## config.mk

```make
export PLATFORM = sky130hd
export DESIGN_NAME = param_fifo_queue
export DESIGN_NICKNAME = d
export VERILOG_FILES = /design/src/rtl/param_fifo_queue_pkg.sv /design/src/rtl/param_fifo_queue_ptr_ctrl.sv /design/src/rtl/param_fifo_queue.sv
export SDC_FILE = /design/constraint.sdc
export NUM_CORES = 1
export LEC_CHECK = 0
export BUFFER_PORTS_ARGS = -buffer_cell sky130_fd_sc_hd__clkbuf_2
export CAP_MARGIN = 15
export CORE_MARGIN = 4
export CORE_UTILIZATION = 60
export CTS_CLUSTER_DIAMETER = 50
export CTS_CLUSTER_SIZE = 10
export DETAILED_ROUTE_END_ITERATION = 12
export GPL_ROUTABILITY_DRIVEN = 0
export GPL_TIMING_DRIVEN = 0
export PLACE_DENSITY = 0.88
export SLEW_MARGIN = 0
export SYNTH_ARGS = -nofsm -noshare
export SYNTH_HDL_FRONTEND = slang
export SYNTH_SLANG_ARGS = --single-unit
export TNS_END_PERCENT = 50
```

## constraint.sdc

```tcl
create_clock -name clk_in -period 24.9 [get_ports clk_in]
set_clock_uncertainty 0.2 [all_clocks]
set_input_delay 2.49 -clock clk_in [delete_from_list [all_inputs] [get_ports clk_in]]
set_output_delay 2.49 -clock clk_in [all_outputs]
set_load 0.005 [all_outputs]
```

## src/rtl/param_fifo_queue_pkg.sv

```systemverilog
// -----------------------------------------------------------------------------
// param_fifo_queue_pkg
//   Shared constants and helpers for the parametrised request FIFO and its
//   pointer/occupancy controller.
//   Contents:
//     DEFAULT_ENTRY_WIDTH  default payload width in bits
//     DEFAULT_QUEUE_SIZE   default entry count
//     wrap_inc()           ring-pointer increment that wraps at an arbitrary
//                          size; the depth need not be a power of two
// -----------------------------------------------------------------------------
package param_fifo_queue_pkg;

  localparam int unsigned DEFAULT_ENTRY_WIDTH = 64;
  localparam int unsigned DEFAULT_QUEUE_SIZE  = 8;

  // Wrap by comparison rather than by bit truncation so that odd depths such
  // as 5 or 7 cycle through exactly QUEUE_SIZE slots.
  function automatic int unsigned wrap_inc(input int unsigned ptr,
                                           input int unsigned size);
    return (ptr == size - 1) ? 0 : ptr + 1;
  endfunction

endpackage

```

## src/rtl/param_fifo_queue_ptr_ctrl.sv

```systemverilog
// -----------------------------------------------------------------------------
// fifo_ptr_ctrl
//   Ring-buffer bookkeeping for a single-clock FIFO of any depth >= 2:
//   wrapped read/write pointers, occupancy count and status flags. It holds
//   no payload, so later multi-channel queues can reuse it per channel.
//   Ports:
//     clk           in   clock, rising edge
//     reset_n       in   synchronous reset, active low
//     flush         in   synchronous clear of pointers and count
//     push          in   an entry is written this cycle
//     pop           in   the head entry is consumed this cycle
//     write_ptr     out  slot the next pushed entry goes to
//     head_next_ptr out  slot after the current head (wrapped)
//     count         out  registered occupancy
//     count_next    out  occupancy after this edge
//     is_empty      out  count == 0
//     is_full       out  count == QUEUE_SIZE
//     almost_empty  out  count <= ALMOST_EMPTY_THRESHOLD
//     almost_full   out  count >= ALMOST_FULL_THRESHOLD
// -----------------------------------------------------------------------------
module fifo_ptr_ctrl
  import param_fifo_queue_pkg::*;
#(
  parameter int unsigned QUEUE_SIZE             = DEFAULT_QUEUE_SIZE,
  parameter int unsigned PTR_W                  = $clog2(QUEUE_SIZE),
  parameter int unsigned COUNT_W                = $clog2(QUEUE_SIZE + 1),
  parameter int unsigned ALMOST_FULL_THRESHOLD  = QUEUE_SIZE - 1,
  parameter int unsigned ALMOST_EMPTY_THRESHOLD = 1
) (
  input  logic               clk,
  input  logic               reset_n,
  input  logic               flush,
  input  logic               push,
  input  logic               pop,
  output logic [PTR_W-1:0]   write_ptr,
  output logic [PTR_W-1:0]   head_next_ptr,
  output logic [COUNT_W-1:0] count,
  output logic [COUNT_W-1:0] count_next,
  output logic               is_empty,
  output logic               is_full,
  output logic               almost_empty,
  output logic               almost_full
);

  logic [PTR_W-1:0] read_ptr;
  logic [PTR_W-1:0] write_ptr_inc;

  assign head_next_ptr = PTR_W'(wrap_inc(32'(read_ptr), QUEUE_SIZE));
  assign write_ptr_inc = PTR_W'(wrap_inc(32'(write_ptr), QUEUE_SIZE));

  // The caller only pushes when not full (or when the head drains in the
  // same cycle) and only pops when non-empty, so count stays in range.
  always_comb begin
    count_next = count;
    if (push && !pop) begin
      count_next = count + COUNT_W'(1);
    end else if (pop && !push) begin
      count_next = count - COUNT_W'(1);
    end
  end

  // Flags decode the registered count so they never depend on this cycle's
  // handshakes.
  assign is_empty     = (count == '0);
  assign is_full      = (32'(count) == QUEUE_SIZE);
  assign almost_empty = (32'(count) <= ALMOST_EMPTY_THRESHOLD);
  assign almost_full  = (32'(count) >= ALMOST_FULL_THRESHOLD);

  // ---- pointer / count register stage ----
  always_ff @(posedge clk) begin
    if (!reset_n || flush) begin
      read_ptr  <= '0;
      write_ptr <= '0;
      count     <= '0;
    end else begin
      if (push) begin
        write_ptr <= write_ptr_inc;
      end
      if (pop) begin
        read_ptr <= head_next_ptr;
      end
      count <= count_next;
    end
  end

endmodule

```

## src/rtl/param_fifo_queue.sv

```systemverilog
// -----------------------------------------------------------------------------
// param_fifo_queue
//   Single-clock request FIFO of QUEUE_SIZE entries (any depth >= 2) with a
//   registered head, bubble-free back-to-back reads, occupancy count,
//   almost-full/almost-empty flags, synchronous flush and an optional
//   full-pass mode that accepts a write while the head drains.
//   Ports:
//     clk_in            in   clock, rising edge
//     reset_n_in        in   synchronous reset, active low
//     flush_in          in   synchronous clear of all contents
//     request_in        in   write payload
//     request_valid_in  in   write request
//     issue_ack_out     out  write accepted if request_valid_in is high
//     request_out       out  head payload (registered)
//     request_valid_out out  head valid (registered)
//     issue_ack_in      in   consumer takes the head when it is valid
//     is_empty_out      out  count == 0
//     is_full_out       out  count == QUEUE_SIZE
//     almost_empty_out  out  count <= ALMOST_EMPTY_THRESHOLD
//     almost_full_out   out  count >= ALMOST_FULL_THRESHOLD
//     count_out         out  accepted, not yet consumed entries incl. head
// -----------------------------------------------------------------------------
module param_fifo_queue
  import param_fifo_queue_pkg::*;
#(
  parameter int unsigned SINGLE_ENTRY_WIDTH_IN_BITS = DEFAULT_ENTRY_WIDTH,
  parameter int unsigned QUEUE_SIZE                 = DEFAULT_QUEUE_SIZE,
  parameter int unsigned QUEUE_PTR_WIDTH_IN_BITS    = $clog2(QUEUE_SIZE),
  parameter int unsigned COUNT_WIDTH_IN_BITS        = $clog2(QUEUE_SIZE + 1),
  parameter int unsigned ALMOST_FULL_THRESHOLD      = QUEUE_SIZE - 1,
  parameter int unsigned ALMOST_EMPTY_THRESHOLD     = 1,
  parameter bit          FULL_PASS_EN               = 1'b0
) (
  input  logic                                  clk_in,
  input  logic                                  reset_n_in,
  input  logic                                  flush_in,
  input  logic [SINGLE_ENTRY_WIDTH_IN_BITS-1:0] request_in,
  input  logic                                  request_valid_in,
  output logic                                  issue_ack_out,
  output logic [SINGLE_ENTRY_WIDTH_IN_BITS-1:0] request_out,
  output logic                                  request_valid_out,
  input  logic                                  issue_ack_in,
  output logic                                  is_empty_out,
  output logic                                  is_full_out,
  output logic                                  almost_empty_out,
  output logic                                  almost_full_out,
  output logic [COUNT_WIDTH_IN_BITS-1:0]        count_out
);

  localparam int unsigned W = SINGLE_ENTRY_WIDTH_IN_BITS;

  logic [W-1:0]                       mem [QUEUE_SIZE];
  logic [QUEUE_PTR_WIDTH_IN_BITS-1:0] write_ptr;
  logic [QUEUE_PTR_WIDTH_IN_BITS-1:0] head_next_ptr;
  logic [COUNT_WIDTH_IN_BITS-1:0]     count_next;
  logic                               push;
  logic                               pop;
  logic                               head_from_mem;
  logic [W-1:0]                       head_next;

  assign pop = request_valid_out & issue_ack_in;

  // Only the full-pass build gets a combinational issue_ack_in -> issue_ack_out
  // path; the default build decodes acceptance from registered state alone.
  if (FULL_PASS_EN) begin : g_full_pass
    assign issue_ack_out = ~flush_in & (~is_full_out | pop);
  end else begin : g_no_pass
    assign issue_ack_out = ~flush_in & ~is_full_out;
  end

  assign push = request_valid_in & issue_ack_out;

  fifo_ptr_ctrl #(
    .QUEUE_SIZE             (QUEUE_SIZE),
    .PTR_W                  (QUEUE_PTR_WIDTH_IN_BITS),
    .COUNT_W                (COUNT_WIDTH_IN_BITS),
    .ALMOST_FULL_THRESHOLD  (ALMOST_FULL_THRESHOLD),
    .ALMOST_EMPTY_THRESHOLD (ALMOST_EMPTY_THRESHOLD)
  ) u_ptr_ctrl (
    .clk           (clk_in),
    .reset_n       (reset_n_in),
    .flush         (flush_in),
    .push          (push),
    .pop           (pop),
    .write_ptr     (write_ptr),
    .head_next_ptr (head_next_ptr),
    .count         (count_out),
    .count_next    (count_next),
    .is_empty      (is_empty_out),
    .is_full       (is_full_out),
    .almost_empty  (almost_empty_out),
    .almost_full   (almost_full_out)
  );

  // ---- storage write stage ----
  // Every accepted entry lands in the regfile, including the one that is
  // also copied straight into the head register. Storage is not reset: the
  // pointers alone decide which slots hold live data.
  always_ff @(posedge clk_in) begin
    if (push) begin
      mem[write_ptr] <= request_in;
    end
  end

  // The entry behind the head already sits in the regfile whenever at least
  // two entries are held, so a pop can refill the head from there in the same
  // cycle. With one or zero entries the only candidate is the incoming write.
  // In full-pass mode the write lands in the slot the head vacates, which is
  // never the slot read here because QUEUE_SIZE >= 2.
  assign head_from_mem = pop && (32'(count_out) > 1);

  always_comb begin
    head_next = request_out;
    if (head_from_mem) begin
      head_next = mem[head_next_ptr];
    end else if (push && (pop || is_empty_out)) begin
      head_next = request_in;
    end
  end

  // ---- head register stage ----
  always_ff @(posedge clk_in) begin
    if (!reset_n_in || flush_in) begin
      request_out       <= '0;
      request_valid_out <= 1'b0;
    end else begin
      request_out       <= head_next;
      request_valid_out <= (count_next != '0);
    end
  end

endmodule

```

* Word level (Yosys, flattened, before mapping) *
Memory sizes are Yosys's and may differ from the RTL's.
Cells that the tools add are included.

storage, ports and cells
  bits in registers = 75
  input bits = 69
  word-level logic and storage cells = 41
  latch bits = 0
  bits in read-only memories = 0
  memories = 1
  output and inout bits = 74
  memory bits (writable) = 512

operators by class
  $mul = 0
  $add $sub $neg = 4
  bitwise logic cells = 5
  shift operators = 0
  order comparisons = 3
  equality and inequality tests = 3
  reductions and logical operators = 12
  mux-type cells = 8
  div/mod/pow operators = 0

memories
  name  depth  bits a word  read ports  clocked after Yosys merged registers in  write ports  line                    text
  mem   8      64           1           0                                        1            param_fifo_queue.sv:52  logic [W-1:0] mem [QUEUE_SIZE];

operator list
  operator                                             count
  two-way mux 64 bit                                   2
  two-way mux 4 bit                                    2
  adder 3 x 1 -> 3 bit, second input constant          2
  == test 3 bit, second input constant                 2
  two-way mux 3 bit                                    2
  adder 4 x 1 -> 4 bit, second input constant          1
  == test 4 bit, second input constant                 1
  >= comparator 4 x 3 -> 1 bit, second input constant  1
  > comparator 4 x 1 -> 1 bit, second input constant   1
  <= comparator 4 x 1 -> 1 bit, second input constant  1
  logical AND 1 bit                                    4
  logical NOT 4 bit                                    1
  nonzero test 4 bit                                   1
  subtractor 4 x 1 -> 4 bit, second input constant     1
  bitwise AND 1 bit                                    3
  logical NOT 1 bit                                    3
  logical OR 1 bit                                     2
  two-way mux 1 bit                                    2
  NOT 1 bit                                            2
  nonzero test 2 bit                                   1

* Logic depth before layout (Yosys ltp) *
Gate-level depths: netlist (run 1).

  depth in word-level cells = 9
  mapped depth = 11

* Modules after synthesis *
From an unflattened synthesis (run 1), not the netlist that was laid out.

second synthesis, totals
  cells, all modules = 1043
  area, all modules = 22379.0 um^2

modules (own cells, without submodules)
  module            instances  cells an instance  area each (um^2)
  param_fifo_queue  1          975                21749.6
  fifo_ptr_ctrl     1          68                 629.4

* Least setup slack after synthesis (run 1) *
No wires, ideal clock.

  kind = input -> register
  start point = in request_valid_in
  end point = mem mem[0][0] (netlist name) (enable)
  setup slack = 14717 ps
  library setup time = 644 ps
  buffers on the path = 2
  required time = 24056 ps
  arrival time = 9339 ps
  stages on the path = 5
  cells stage by stage = nor2b_1 -> nand2_1 -> clkbuf_1 -> clkbuf_1 -> nor4_1

on the way
  longest elaborated chain between the ends = 3

RTL lines
  what                                     line                     text
  start, declared                          param_fifo_queue.sv:38   input logic request_valid_in,
  bitwise AND 1 bit                        param_fifo_queue.sv:71   assign push = request_valid_in & issue_ack_out;
  two-way mux 1 bit                        param_fifo_queue.sv:100  if (push) begin
  two-way mux 1 bit (not written as such)  param_fifo_queue.sv:101  mem[write_ptr] <= request_in;
  end, declared                            param_fifo_queue.sv:52

Every way passes these cells.

* Worst setup path in the final report (run 1) *
  start point = in flush_in
  end point = out issue_ack_out

on the way
  longest elaborated chain between the ends = 2

RTL lines
  what               line                    text
  start, declared    param_fifo_queue.sv:36  input logic flush_in,
  NOT 1 bit          param_fifo_queue.sv:68  assign issue_ack_out = ~flush_in & ~is_full_out;
  bitwise AND 1 bit  param_fifo_queue.sv:68
  end, declared      param_fifo_queue.sv:39  output logic issue_ack_out,

Every way passes these cells.

==> flow_summary.ini, run 1 <==
[global_routing]
grt_max_degree = 27
grt_first_pass_wirelength_um = 95100
grt_usage_pct = 30.7
grt_overflow = 0
grt_antenna_before_repair = 5
grt_pass1_vias = 15700

[clock_tree]
cts_buffers = 70
cts_sinks = 587
root_buffer = clkbuf_16
cts_tree = built
htreeDepth = 3
cts_hold_buf = 0
post_cts_buffers = 0
clock_path_buffers = 3
clk_latency_ns = 0.58
path_clk_slew_ns = 0.06
cts_resized = 0

[floorplanning]
dieWidth_um = 202
rows = 70
ios = 143
die_h_um = 202
design.die.area_um2 = 40800
start_util_pct = 61.3
core-area_um2 = 36900

[timing]
worst_slack_ns = 19.40
min_period_ns = 5.50
worstMarginPinSlew_ns = 1.17
slew_violations = 0
relSlewSlack_pct = 21.4
finalSetupViolCount = 0
fmax_mhz = 182
fin_setup_tns_ns = 0
hold_violations = 0
post-route-period-util_pct = 22.1
rsz0062_at_grt = no

[synth]
ys_seq_area_share_pct = 74.7
yosys_warnings = 0
ys_types = 36
async_flop_share_pct = 0
synth_edf_count = 512
ys.flop_type = edfxtp_1
syn_nets = 1562
ys_seq_elements = 587
netlist_area_um2 = 22600
postSynthCellCount = 1485
syn_avg_cell_area_um2 = 15.2

[outcome]
status = completed

[route]
wl_met1_um = 20400
route.met2.wl_um = 30500
wl_met3_um = 9250
vias = 15700
wl_per_cell_um = 27.7
drtPass1Iterations = 7
drt_iter0_drc = 2678
viasPerCell = 6.81
ant_nets = 0
wl_um = 63800
highest_layer = met5
drc_errors = 0

[power_and_ir_drop]
power_switching_mw = 0.462
ir_drop_uv = 74.5
combPwrFrac_pct = 5.0
power_frac_clock_pct = 43.7
p_int_mw = 1.66
switching_share_pct = 21.8
p_total_mw = 2.12
sequentialPowerShare_pct = 51.3
power_density_nw_per_um2 = 79.7
leakagePower_nw = 8.89

[layout]
fillers = 2050
syn_to_final_growth_pct = 17.7
final_nets = 1823
finish.utilization_pct = 72.1
drive_above_1_share_pct = 20.3

[placement]
hpwlAfterDp_um = 38700
portBuffers = 142
dp_worst_setup_slack_ns = 18.94

[min_path]
hp-class = reg -> reg

[flow_run]
drv_cap = 0

[worst_setup_path]
end_kind = output pin
worstSetupStartpointType = input port
cp_max_fo = 4
crit_required_ns = 22.21
worstPathArrival_ns = 2.81
crit_type = in -> out
[worst max-delay path, cell delays in order]
cell and delay [ns]:
clkbuf_2 0.10, nor2_1 0.10, clkbuf_2 0.12
[logic make-up (layout without fill, tap and decap cells)]
family / after synthesis / in the layout / share of synthesized area (%)
buffers and inverters: 111 / 425 / 2.46
AND/OR/NAND/NOR: 440 / 440 / 8.35
flip-flops: 587 / 587 / 74.7
adder cells (fa/ha/maj): 8 / 8 / 0.443
AO/OA/AOI/OAI: 270 / 270 / 7.48
multiplexers: 67 / 67 / 6.51
other: 0 / 4 / 0
XOR/XNOR: 2 / 2 / 0.0775
[power groups by stage]
| stage | sequential (mW) | combinational, mW | clock (mW) |
|---|---|---|---|
| 2_1_floorplan | 1.11 | 0.0493 | 0 |
| 3_3_place_gp | 1.11 | 0.0939 | 0 |
| 3_5_place_dp | 1.11 | 0.101 | 0 |
| 4_1_cts | 1.09 | 0.103 | 0.925 |
| 5_1_grt | 1.09 | 0.112 | 0.966 |
| 6_report | 1.09 | 0.106 | 0.926 |
[metal layers]
metal	track usage (%)	vias to the layer above
met5	0	-
met1	39.1	7515
met4	15.4	4
met3	7.78	345
li1	-	6292
met2	49.8	1551
[state kept, by name, summed over array words and instances, names as in the netlist]
name and count:
mem 512, request_out 64, request_valid_out 1, u_ptr_ctrl.count 4, u_ptr_ctrl.read_ptr 3, u_ptr_ctrl.write_ptr 3
[through the flow]
| step | std cells | area, um^2 | hold slack, ns |
|---|---|---|---|
| 6_report | 2307 | 26600 | 0.275 |
| 5_1_grt | 2305 | 26600 | 0.310 |
| 4_1_cts | 2302 | 26600 | 0.274 |
| 3_5_place_dp | 2177 | 24500 | 0.275 |
| 3_3_place_gp | 2131 | 23900 | 0.255 |
| 2_1_floorplan | 1485 | 22600 | 0.240 |
[cell type report]
type	instances	area, um^2	share of cell area, %
diodes	4	10.0	0.0376
plain buffers	107	542	2.04
clock buffers	121	2010	7.55
clock inverters	4	30.0	0.113
inverters	4	15.0	0.0565
multi-input cells	787	5220	19.6
flip-flops and latches	587	16900	63.5
well taps	504	631	2.37
repair buffers	189	1270	4.76
[path summary, 6_finish.rpt]
path                                  startpoint                             endpoint  slack (ns)  cells past startpoint
max                                     flush_in                        issue_ack_out       19.40                      3
min          u_ptr_ctrl.read_ptr[1]$_SDFFE_PP0P_  u_ptr_ctrl.read_ptr[1]$_SDFFE_PP0P_        0.28                      2
max reg2reg       u_ptr_ctrl.count[0]$_SDFF_PP0_                 mem[3][58]$_DFFE_PP_       20.81                     11
min reg2reg  u_ptr_ctrl.read_ptr[1]$_SDFFE_PP0P_  u_ptr_ctrl.read_ptr[1]$_SDFFE_PP0P_        0.28                      2
[synthesized netlist by cell type (6+ instances only)]
cell type  instances  area (um^2)
nor2_1            12         45.0
ha_1               8          100
nand2_1          273         1020
a31oi_1           65          407
buf_4             11         82.6
a21oi_1            6         30.0
buf_2              8         40.0
nand3_1          128          641
mux4_2            64         1440
o2111ai_1         64          561
dfxtp_1           75         1500
clkbuf_1          77          289
nor3_1             7         35.0
o21ai_0          129          646
nand2b_1           6         37.5
edfxtp_1         512        15400
[placed cells by master (no fill, tap or decap), types with 65 or more instances in the layout]
master and instances:
a31oi_1 65, clkbuf_1 125, clkbuf_16 73, clkbuf_2 142, dfxtp_1 75, edfxtp_1 512
nand2_1 273, nand3_1 128, o21ai_0 129
(Power assumes the default switching activity.)
==> inputs of run 2 (changes only) <==
- ABC_AREA: unset -> 1
- CORE_UTILIZATION: 60 -> 54
- PLACE_DENSITY: 0.88 -> 0.84
- clock period: 24.9 -> 4.6 ns (I/O delays scaled with it)
==> flow_summary.ini, run 2 <==
[global_routing]
gr-usage-met2_pct = 47.5
met3_usage_pct = 7.88
grt_overflow = 0
grt-busiest-layer = met2
grt_max_degree = 27
use_met1_pct = 35.7
grt_antenna_before_repair = 2
grt_pass1_vias = 17500
grt_first_pass_wirelength_um = 102000
grt_usage_pct = 28.7

[min_path]
hold_path_depth = 1
min_to = mem[7][53]$_DFFE_PP_
holdCritStartpoint = request_in[53]
hp-class = in -> reg

[worst_setup_path]
worstPathArrival_ns = 3.59
path_cells = ha_1 > ha_1 > clkbuf_1 > clkbuf_1 > nand3_1 > nand3_1 > a21oi_1
slowest_stage = clkbuf_1
cp_max_fo = 10
crit_type = reg -> reg
cp_top_family = buffers and inverters
crit_required_ns = 4.87
worstReg2RegStart = u_ptr_ctrl.read_ptr[0]$_SDFFE_PP0P_
end_kind = flop
slowest_delay_ns = 0.98
worstSetupStartpointType = flop
cp_num_buf_inv = 2
reg2reg_depth = 7
ff2ff_setup_slack_ns = 1.28
timing.rr.end = request_out[5]$_SDFFE_PP0P_

[synth]
synth_edf_count = 512
synthDominantCellAreaShare_pct = 66.5
ys_types = 28
ys.flop_type = edfxtp_1
ys_seq_elements = 587
synthTopCellsByCount = edfxtp_1, nor2_1, o21ai_0
synth_area_leaders = edfxtp_1, nor2_1, dfxtp_1, o21ai_0, nand3_1
async_flop_share_pct = 0
yosysTopAreaCell = edfxtp_1
ys_seq_area_share_pct = 72.9
yosysMostFrequentCell = edfxtp_1
yosys_warnings = 0
syn_nets = 1994
netlist_area_um2 = 23100
syn_avg_cell_area_um2 = 12.1
postSynthCellCount = 1917

[clock_tree]
cts_buffers = 70
post_cts_buffers = 0
clk_latency_ns = 0.59
cts_tree = built
root_buffer = clkbuf_16
clock_path_buffers = 3
path_clk_slew_ns = 0.06
cts_sinks = 587
cts_hold_buf = 22
cts_resized = 0
htreeDepth = 3

[route]
drtPass1Iterations = 6
ant_nets = 0
vias = 17400
wl_um = 68600
drc_errors = 0
viasPerCell = 6.31
wl_per_cell_um = 24.8
drt_iter0_drc = 2689

[timing]
relSlewSlack_pct = 16.9
worstMarginPinSlew_ns = 1.25
post-route-period-util_pct = 72.2
slew_violations = 0
finalSetupViolCount = 0
fmax_mhz = 301
rsz0062_at_grt = no
fin_setup_tns_ns = 0
hold_violations = 0
min_period_ns = 3.32

[power_and_ir_drop]
sequentialPowerShare_pct = 50.7
power_switching_mw = 2.59
switching_share_pct = 22.3
power_density_nw_per_um2 = 425
combPwrFrac_pct = 5.9
power_frac_clock_pct = 43.3
ir_drop_uv = 320
leakagePower_nw = 9.33
p_int_mw = 9.03

[outcome]
status = completed

[layout]
finish.utilization_pct = 64.8
final_cell_mix = edfxtp_1, nor2_1, o21ai_0
reg_top3 = mem (512), request_out (64), u_ptr_ctrl.count (4)
fillers = 2807
seq_area_um2 = 16900
final_nets = 2250
syn_to_final_growth_pct = 18.0
drive_above_1_share_pct = 14.7
multi_input_area_um2 = 5580
diodes = 0
layout_commonest_cell = edfxtp_1
largest_reg_flops = 512
regMostFlops = mem

[floorplanning]
design.die.area_um2 = 46200
dieWidth_um = 215
rows = 75
die_h_um = 215
core-area_um2 = 42100
start_util_pct = 54.9
ios = 143

[flow_run]
drv_cap = 0

[placement]
portBuffers = 142
hpwlAfterDp_um = 42300
## run 2: cell count changes in the layout (fill, tap and decap cells not counted), moves of 65 or more
cell     change
a21oi_1    +127
a31oi_1     -65
nand2_1    -246
nor2_1     +447
o21ai_0    +142
## run 2: cell type report
class | count | area share [%]
timing repair buffer | 184 | 5.12
clock inverter | 3 | 0.0916
tap | 539 | 2.47
sequential | 587 | 61.8
inverter | 26 | 0.357
multi-input combinational | 1171 | 20.4
buffer | 133 | 2.35
clock buffer | 120 | 7.37
## run 2: metrics by stage
step | cells | power (mW) | setup slack, ns | hold slack (ns) | area (um^2)
floorplan | 1917 | 6.34 | 0.0511 | 0.283 | 23100
global placement | 2598 | 6.61 | -2.75 | 0.301 | 24500
detailed placement | 2618 | 6.65 | 1.40 | 0.310 | 25100
CTS | 2763 | 11.6 | 1.35 | 0.000204 | 27300
global route | 2763 | 11.9 | 1.18 | 0.0207 | 27300
finish | 2763 | 11.6 | 1.28 | 0.0121 | 27300
## run 2: power by group through the flow
stage	logic [mW]	registers, mW	clock network, mW
4_1_cts	0.673	5.89	5.00
6_report	0.690	5.89	5.03
3_5_place_dp	0.647	6.00	0
5_1_grt	0.740	5.90	5.24
3_3_place_gp	0.602	6.01	0
2_1_floorplan	0.333	6.01	0
## run 2: kinds of logic after synthesis
group / synth area share [%]
buffers and inverters: 3.19
xor gates and xnor gates: 0.0757
DFF: 72.9
adders and majority gates: 0.433
AOI/OAI and AO/OA: 12.1
and+or+nand+nor: 11.2
## run 2: worst register-to-register path: stages, from the launching register on
cell and delay (ns):
dfxtp_1 0.39, ha_1 0.25, ha_1 0.31, clkbuf_1 0.57, clkbuf_1 0.98, nand3_1 0.24, nand3_1 0.18, a21oi_1 0.08
## run 2: how the worst max path moves through the flow
stage / start / end / slack (ns) / depth (start not counted)
after global placement: u_ptr_ctrl.count[0]$_SDFF_PP0_ / mem[5][56]$_DFFE_PP_ / -2.75 / 7
after floorplan: u_ptr_ctrl.count[0]$_SDFF_PP0_ / mem[1][0]$_DFFE_PP_ / 0.05 / 7
final: u_ptr_ctrl.read_ptr[0]$_SDFFE_PP0P_ / request_out[5]$_SDFFE_PP0P_ / 1.28 / 7
after global routing: u_ptr_ctrl.count[0]$_SDFF_PP0_ / mem[5][52]$_DFFE_PP_ / 1.18 / 10
after CTS: u_ptr_ctrl.count[0]$_SDFF_PP0_ / mem[5][52]$_DFFE_PP_ / 1.35 / 10
after detailed placement: u_ptr_ctrl.count[0]$_SDFF_PP0_ / mem[5][56]$_DFFE_PP_ / 1.40 / 10
## run 2: metal layers
| metal | wire length [um] | vias up |
|---|---|---|
| li1 | - | 7457 |
| met1 | 23200 | 8272 |
| met2 | 33000 | 1460 |
| met3 | 9260 | 252 |
| met4 | 3010 | 2 |
| met5 | 13 | - |
==> inputs of run 3 (changes only) <==
- clock period: 4.6 -> 2.95 ns (I/O delays scaled with it)
==> flow_summary.ini, run 3 (synthesis gave the netlist of run 2 again) <==
[outcome]
status = finished, violations left
violations = setup timing

[placement]
portBuffers = 142
detailed_place.area_um2 = 24900
hpwlAfterDp_um = 41900
dp_worst_setup_slack_ns = -0.254
dp_cells = 2615

[route]
ant_nets = 0
viasPerCell = 6.23
drt_iter0_drc = 3180
drc_errors = 0
drtPass1Iterations = 7
vias = 17500
wl_per_cell_um = 24.4
wl_um = 68500

[power_and_ir_drop]
power_frac_clock_pct = 42.8
ir_drop_uv = 446
sequentialPowerShare_pct = 51.0
power_switching_mw = 3.95
p_int_mw = 14.1
power_density_nw_per_um2 = 651
combPwrFrac_pct = 6.3
leakagePower_nw = 9.50
p_total_mw = 18.0
switching_share_pct = 21.9

[worst_setup_path]
crit_required_ns = 3.20
slowest_stage = buf_1
worstPathArrival_ns = 3.25
cp_top_family = buffers and inverters
cp_max_fo = 10
worstSetupStartpointType = flop
slowest_delay_ns = 0.85
cp_num_buf_inv = 3
crit_type = reg -> reg
path_cells = ha_1 > ha_1 > inv_1 > clkbuf_1 > buf_1 > nand3_1 > nand3_1 > a21oi_1
end_kind = flop

[layout]
syn_to_final_growth_pct = 19.7
diodes = 0
largest_reg_flops = 512
finish.utilization_pct = 65.8
fillers = 2785
fin_area_um2 = 27700
layout_commonest_cell = edfxtp_1
drive_above_1_share_pct = 14.7
layoutNonFillerInstCount = 2813
final_cell_mix = edfxtp_1, nor2_1, o21ai_0
final_nets = 2298
regMostFlops = mem
reg_top3 = mem (512), request_out (64), u_ptr_ctrl.count (4)

[global_routing]
grt_antenna_before_repair = 1
grt_pass1_vias = 17700
grt_overflow = 0
grt_first_pass_wirelength_um = 101000
grt_usage_pct = 28.5
grt_max_degree = 27

[floorplanning]
start_util_pct = 54.9
rows = 75
design.die.area_um2 = 46200
ios = 143
core-area_um2 = 42100
dieWidth_um = 215
die_h_um = 215

[clock_tree]
htreeDepth = 3
cts_buffers = 68
cts_tree = built
clock_path_buffers = 3
cts_sinks = 587
path_clk_slew_ns = 0.05
root_buffer = clkbuf_16
clk_latency_ns = 0.58

[timing]
worstMarginPinSlew_ns = 1.16
hold_violations = 0
slew_violations = 0
worst_slack_ns = -0.0535
fmax_mhz = 333
relSlewSlack_pct = 22.4
min_period_ns = 3.00
finalSetupViolCount = 9
rsz0062_at_grt = yes
holdWs_ns = 0.161
fin_setup_tns_ns = -0.261
post-route-period-util_pct = 102

[flow_run]
drv_cap = 0

[min_path]
hp-class = in -> reg
run 3: cell count changes in the layout (fill, tap and decap cells not counted), sizes merged:
cell / before / now
clkinvlp: 1 / 0
dlygate4sd3: 22 / 68
clkbuf: 316 / 320
inv: 28 / 26
nor2: 467 / 470
run 3: path summary, 6_finish.rpt:
| kind | from | slack, ns | depth (start not counted) | to |
|---|---|---|---|---|
| max | u_ptr_ctrl.read_ptr[0]$_SDFFE_PP0P_ | -0.05 | 8 | request_out[30]$_SDFFE_PP0P_ |
| min | issue_ack_in | 0.16 | 5 | u_ptr_ctrl.read_ptr[0]$_SDFFE_PP0P_ |
| max reg2reg | u_ptr_ctrl.read_ptr[0]$_SDFFE_PP0P_ | -0.05 | 8 | request_out[30]$_SDFFE_PP0P_ |
| min reg2reg | request_out[54]$_SDFFE_PP0P_ | 0.32 | 2 | request_out[54]$_SDFFE_PP0P_ |
run 3: routing by layer:
layer / routed length [um] / GRT usage [%] / share of wire [%]
met1: 23000 / 35.9 / 34
met2: 32600 / 47.0 / 48
met3: 9980 / 7.53 / 15
met4: 2960 / 12.3 / 4.3
met5: 0 / 0 / 0
run 3: power groups by stage:
stage / clock (mW) / sequential [mW] / combinational (mW)
floorplan: 0 / 9.36 / 0.521
global placement: 0 / 9.36 / 0.939
detailed placement: 0 / 9.36 / 1.01
CTS: 7.69 / 9.19 / 1.10
global route: 8.06 / 9.20 / 1.21
finish: 7.71 / 9.20 / 1.13
run 3: cell type report:
class,count,area (um^2),share of cell area [%]
multi-input cells,1174,5610,20.3
clock buffers,123,2010,7.27
plain buffers,133,644,2.33
flip-flops and latches,587,16900,60.9
well taps,539,674,2.43
repair buffers,231,1780,6.44
inverters,26,97.6,0.352
run 3: what timing repair did:
item,CTS,global route
hold endpoints to repair,579,0
hold buffers,68,0
resized for setup,7,5
pin swaps,3,2
setup buffers,3,1
endpoints found under the setup margin,246,88
cloned,1,2
run 3: tightest hold or removal path, delay by kind of cell:
family	cells	cell delay (ns)
AO/OA/AOI/OAI	1	0.16
buffers and inverters	3	0.35
AND/OR/NAND/NOR	1	0.08
